## config.mk

```make
export PLATFORM = sky130hd
export DESIGN_NAME = cv32e40x_fetch_pc_seq
export DESIGN_NICKNAME = d
export VERILOG_FILES = /design/src/rtl/cv32e40x_pkg.sv /design/src/rtl/cv32e40x_fetch_txn_cnt.sv /design/src/rtl/cv32e40x_fetch_pc_seq.sv
export SDC_FILE = /design/constraint.sdc
export NUM_CORES = 1
export LEC_CHECK = 0
export BUFFER_PORTS_ARGS = -buffer_cell sky130_fd_sc_hd__buf_2
export CAP_MARGIN = 15
export CORE_ASPECT_RATIO = 1.5
export CORE_MARGIN = 4
export CORE_UTILIZATION = 51
export DETAILED_ROUTE_END_ITERATION = 6
export PLACE_DENSITY = 0.87
export SYNTH_ARGS = -nofsm -noshare
export SYNTH_HDL_FRONTEND = slang
export SYNTH_SLANG_ARGS = --single-unit
```

## constraint.sdc

```tcl
create_clock -name clk -period 5.6 [get_ports clk]
set_input_delay 0.84 -clock clk [delete_from_list [all_inputs] [get_ports clk]]
set_output_delay 0.84 -clock clk [all_outputs]
set_load 0.01 [all_outputs]
```

## src/rtl/cv32e40x_pkg.sv

```systemverilog
// Shared types and constants for the IF-stage fetch address sequencer.
package cv32e40x_pkg;

  localparam int unsigned ADDR_W = 32;
  localparam logic [ADDR_W-1:0] FETCH_ALIGN_MASK = 32'hFFFF_FFFC;
  localparam logic [ADDR_W-1:0] FETCH_STEP = 32'd4;

  typedef enum logic {
    FSEQ_IDLE,
    FSEQ_RUN
  } fetch_seq_state_e;

  function automatic logic [ADDR_W-1:0] fetch_align(input logic [ADDR_W-1:0] addr);
    return addr & FETCH_ALIGN_MASK;
  endfunction

endpackage

```

## src/rtl/cv32e40x_fetch_txn_cnt.sv

```systemverilog
// Outstanding-transaction and stale-response (discard) counters for the fetch bus.
module cv32e40x_fetch_txn_cnt #(
  parameter int unsigned MAX_OUTSTANDING = 2,
  localparam int unsigned CW = $clog2(MAX_OUTSTANDING + 1)
) (
  input  logic          clk,
  input  logic          rst,
  input  logic          i_inc,
  input  logic          i_rvalid,
  input  logic          i_redirect,
  output logic [CW-1:0] o_outstanding,
  output logic          o_resp_valid
);

  logic [CW-1:0] r_outstanding;
  logic [CW-1:0] r_discard;
  logic [CW-1:0] w_out_next;

  always_comb begin
    w_out_next = r_outstanding;
    if (i_inc && !i_rvalid && (r_outstanding < CW'(MAX_OUTSTANDING))) begin
      w_out_next = r_outstanding + CW'(1);
    end else if (!i_inc && i_rvalid && (r_outstanding != '0)) begin
      w_out_next = r_outstanding - CW'(1);
    end
  end

  // A redirect marks everything granted so far, including this cycle, as stale.
  always_ff @(posedge clk) begin
    if (rst) begin
      r_outstanding <= '0;
      r_discard     <= '0;
    end else begin
      r_outstanding <= w_out_next;
      if (i_redirect) begin
        r_discard <= w_out_next;
      end else if (i_rvalid && (r_discard != '0)) begin
        r_discard <= r_discard - CW'(1);
      end
    end
  end

  assign o_outstanding = r_outstanding;
  assign o_resp_valid  = i_rvalid & (r_discard == '0) & ~i_redirect;

  a_no_underflow: assert property (@(posedge clk) disable iff (rst)
    i_rvalid |-> (r_outstanding != '0));
  a_max_out: assert property (@(posedge clk) disable iff (rst)
    r_outstanding <= CW'(MAX_OUTSTANDING));
  a_discard_le_out: assert property (@(posedge clk) disable iff (rst)
    r_discard <= r_outstanding);

endmodule

```

## src/rtl/cv32e40x_fetch_pc_seq.sv

```systemverilog
// IF-stage fetch address sequencer: boot, sequential +4 fetch, branch/jump redirect with flush.
module cv32e40x_fetch_pc_seq
  import cv32e40x_pkg::*;
#(
  parameter int unsigned MAX_OUTSTANDING = 2
) (
  input  logic        clk,
  input  logic        rst,
  input  logic [31:0] boot_addr_i,
  input  logic        fetch_enable_i,
  input  logic        halt_i,
  input  logic        bch_taken_i,
  input  logic [31:0] bch_target_i,
  input  logic        jmp_taken_i,
  input  logic [31:0] jmp_target_i,
  output logic        fetch_req_o,
  output logic [31:0] fetch_addr_o,
  input  logic        fetch_gnt_i,
  input  logic        fetch_rvalid_i,
  output logic        resp_valid_o,
  output logic        kill_o,
  output logic        hw_offset_o
);

  localparam int unsigned CW = $clog2(MAX_OUTSTANDING + 1);

  fetch_seq_state_e r_state;
  logic [31:0]      r_fetch_addr;
  logic             r_kill;
  logic             r_hw_offset;

  logic             w_redirect;
  logic [31:0]      w_target;
  logic             w_req_gnt;
  logic [CW-1:0]    w_outstanding;

  // Branch from EX is older than the jump from ID, so it wins.
  assign w_target    = bch_taken_i ? bch_target_i : jmp_target_i;
  assign w_redirect  = (r_state == FSEQ_RUN) & (bch_taken_i | jmp_taken_i);
  assign fetch_req_o = (r_state == FSEQ_RUN) & ~halt_i & (w_outstanding < CW'(MAX_OUTSTANDING));
  assign w_req_gnt   = fetch_req_o & fetch_gnt_i;

  always_ff @(posedge clk) begin
    if (rst) begin
      r_state      <= FSEQ_IDLE;
      r_fetch_addr <= '0;
      r_kill       <= 1'b0;
      r_hw_offset  <= 1'b0;
    end else begin
      case (r_state)
        FSEQ_IDLE: begin
          r_kill      <= 1'b0;
          r_hw_offset <= 1'b0;
          if (fetch_enable_i) begin
            r_state      <= FSEQ_RUN;
            r_fetch_addr <= fetch_align(boot_addr_i);
          end
        end
        FSEQ_RUN: begin
          r_kill      <= w_redirect;
          r_hw_offset <= w_redirect & w_target[1];
          if (w_redirect) begin
            r_fetch_addr <= fetch_align(w_target);
          end else if (w_req_gnt) begin
            r_fetch_addr <= r_fetch_addr + FETCH_STEP;
          end
        end
        default: begin
          r_state <= FSEQ_IDLE;
        end
      endcase
    end
  end

  cv32e40x_fetch_txn_cnt #(
    .MAX_OUTSTANDING(MAX_OUTSTANDING)
  ) u_txn_cnt (
    .clk          (clk),
    .rst          (rst),
    .i_inc        (w_req_gnt),
    .i_rvalid     (fetch_rvalid_i),
    .i_redirect   (w_redirect),
    .o_outstanding(w_outstanding),
    .o_resp_valid (resp_valid_o)
  );

  assign fetch_addr_o = r_fetch_addr;
  assign kill_o       = r_kill;
  assign hw_offset_o  = r_hw_offset;

  a_addr_aligned: assert property (@(posedge clk) r_fetch_addr[1:0] == 2'b00);
  a_kill_after_redirect: assert property (@(posedge clk) disable iff (rst)
    r_kill |-> $past(w_redirect));

endmodule
```

==> flow_summary.ini <==
[outcome]
status = complete, no violations

[synth]
synth_edf_count = 0
synthAdderAreaFrac_pct = 1.28
ys_types = 65
synth_top_area_share_pct = 25.2
synthArstFlopShare_pct = 0
ys_seq_area_share_pct = 25.2
synth.most_common_cell = nor2_1
syn_area_per_cell_sq_um = 7.33
synthFlopType = dfxtp_1
synth_area_sq_um = 2940
synth.mux.area_fraction_pct = 2.09
synth_area_leaders = dfxtp_1 25%, nor2_1 6.4%, a21oi_1 4.4%, o21ai_0 4.3%, a221oi_1 3.9%
yosysWarnings = 0
ys_ff_latch = 37
synth_compound_gate_area_share_pct = 33.1
synthXorXnorAreaFrac_pct = 1.49
synth_top_cell_by_area = dfxtp_1
synth_top_family_by_area = compound AO/OA/AOI/OAI gates
yosys-top-cells-count = 50 x nor2_1, 37 x dfxtp_1, 26 x a21oi_1
synth_cells = 401
synth-simple-area-share_pct = 30.2

[route]
wire_per_inst_microns = 18.4
antenna_left = 0
drt-initial-drc-count = 382
vias = 3849
drc = 0
drt_first_pass_iters = 5
wl_mm = 10.8
viasPerCell = 6.56

[floorplanning]
initial_core_util_pct = 53.1
die_height_microns = 101
pin_count = 140
die_w_microns = 70.0
rows = 33
dieArea_sq_um = 7070
core_sq_um = 5530

[critical_path]
path_max_fanout = 30
crit_arrival_ns = 3.42
cp_slowest_stage_delay_ns = 0.92
reg2reg_from = r_state
start_kind = input pin
end_kind = flip-flop
regToRegSetupSlack_ns = 2.95
regToRegEndpoint = fetch_addr_o[20]
path_class = in2reg
rr_worst_depth = 5
cp.required_ns = 5.80
crit_path_top_delay_cell = o22ai_2
crit_chain = buf_2 -> or3b_1 -> o22ai_2 -> nor2_1 -> a32o_1 -> a31o_2

[timing]
fin_tns_setup_ns = 0
fmax_mhz = 311
period_share_pct = 57.4
final_hold_viol_count = 0
tightest_slew_ns = 1.07
slew_headroom_pct = 28.5
clock_skew_ns = 0.0128
rsz0062_at_grt = false
fin_crit_ns = 3.22
drv_slew = 0
finalSetupViolations = 0

[power]
p_leak_nw = 1.55
irDropWorstVdd_uv = 143
p_per_area_nw_per_um2 = 230

[global_routing]
grt_pass1_wl_mm = 16.8
grt_max_degree = 44
grt_overflow = 0
antenna_found_initial = 0
grt_use_total_pct = 28.9
grt_pass1_vias = 3640

[final_layout]
n_antenna_cell = 0
fin_util_pct = 67.3
drive_gt1_share_pct = 31.3
postLayoutCellArea_sq_um = 3720
synthToLayoutAreaGrowth_pct = 26.7
nNetsFinal = 623

[min_path]
min_path_cells = 2
hp-start = u_txn_cnt.r_discard[1]
whs_endpoint = u_txn_cnt.r_discard[1]
hold_path_class = reg2reg

[clock_tree]
cts_root_buf = clkbuf_8
clk_path_buf_depth = 2
cts_resized = 0
htreeDepth = 2
cts_tree = yes
clkSinkCount = 37
clk_latency_ns = 0.30
clk_pin_slew_ns = 0.08
postCtsSetupBuffers = 0
postCtsHoldBufs = 0
cts_made_buffers = 5

[run]
maxCapViolCount = 0

[placement]
dp_hpwl_mm = 7.83
port_buffers = 133
dpl-instance-area_sq_um = 3590
gp_congestion = 0.982
==> placed cells by master (no fill, tap or decap), types with 3 or more instances in the layout <==
cell      count
nand4_1      13
buf_2       133
o22ai_1       8
inv_1        14
buf_4         4
nand3_1      21
nor2_1       50
xnor2_1       4
nand3b_1      3
o211ai_1      9
dfxtp_1      37
a22oi_1       3
mux2i_1       5
a311oi_1      3
nor4_1        6
o31ai_1       3
nand2b_1      6
a221oi_1     13
nor2b_1       3
and2_1        5
ha_1          3
o221ai_1      9
or3_1         4
clkbuf_8      6
and3_1        5
o21ai_0      25
a211oi_1      6
a21oi_1      26
a221o_1       4
a31oi_1       9
nor3_1       11
nand2_1      23
==> worst max-delay path by stage <==
stage	start	endpoint	slack, ns
after floorplan	bch_taken_i	resp_valid_o	3.13
after global placement	bch_taken_i	fetch_addr_o[31]	1.96
after detailed placement	bch_taken_i	fetch_addr_o[31]	1.90
after CTS	bch_taken_i	fetch_addr_o[31]	2.21
after global routing	bch_taken_i	fetch_addr_o[29]	2.27
final	bch_taken_i	fetch_addr_o[20]	2.38
==> per-layer routing <==
| layer | share of wire, % | track usage, % | wire length [microns] | vias up |
|---|---|---|---|---|
| li1 | - | - | - | 1782 |
| met1 | 37 | 33.3 | 3980 | 1794 |
| met2 | 51 | 51.5 | 5480 | 246 |
| met3 | 11 | 5.79 | 1140 | 27 |
| met4 | 1.9 | 12.5 | 202 | 0 |
| met5 | 0 | 0 | 0 | - |
==> state kept, by name (all words and copies together) (netlist names) <==
name                     flops
fetch_addr_o                30
hw_offset_o                  1
kill_o                       1
r_state                      1
u_txn_cnt.o_outstanding      2
u_txn_cnt.r_discard          2
==> cell type report <==
class | instances | area, sq um
clock buffers | 6 | 82.6
clock inverters | 2 | 37.5
fillers | 506 | 1810
inverters | 14 | 52.6
multi-input cells | 320 | 2010
flip-flops and latches | 37 | 741
well taps | 70 | 87.6
repair buffers | 138 | 711
==> logic make-up (layout without fill, tap and decap cells) <==
logic type               count (synthesis)  after routing
multiplexers                             6              6
AND/OR/NAND/NOR                        166            166
buffers and inverters                   45            160
adder cells (fa/ha/maj)                  3              3
XOR/XNOR                                 5              5
AO/OA/AOI/OAI                          138            138
flip-flops                              37             37
other                                    1              2
==> power breakdown <==
| part | switching [mW] | internal (mW) | total [mW] |
|---|---|---|---|
| clock | 0.105 | 0.145 | 0.250 |
| combinational | 0.148 | 0.120 | 0.268 |
| sequential | 0.0431 | 0.294 | 0.337 |
==> worst max-delay path: cells and delay by family <==
kind,cells,cell delay (ns)
compound gates,3,1.39
simple gates,2,0.90
buf+inv,1,0.28
==> per-stage QoR <==
step | hold WS (ns) | power, mW | cells | setup WS [ns]
finish | 0.563 | 0.856 | 587 | 2.38
global route | 0.591 | 0.892 | 587 | 2.27
CTS | 0.553 | 0.846 | 586 | 2.21
detailed placement | 0.541 | 0.604 | 578 | 1.90
global placement | 0.521 | 0.594 | 578 | 1.96
floorplan | 0.513 | 0.502 | 402 | 3.13
Power figures use the tool's default switching activity.
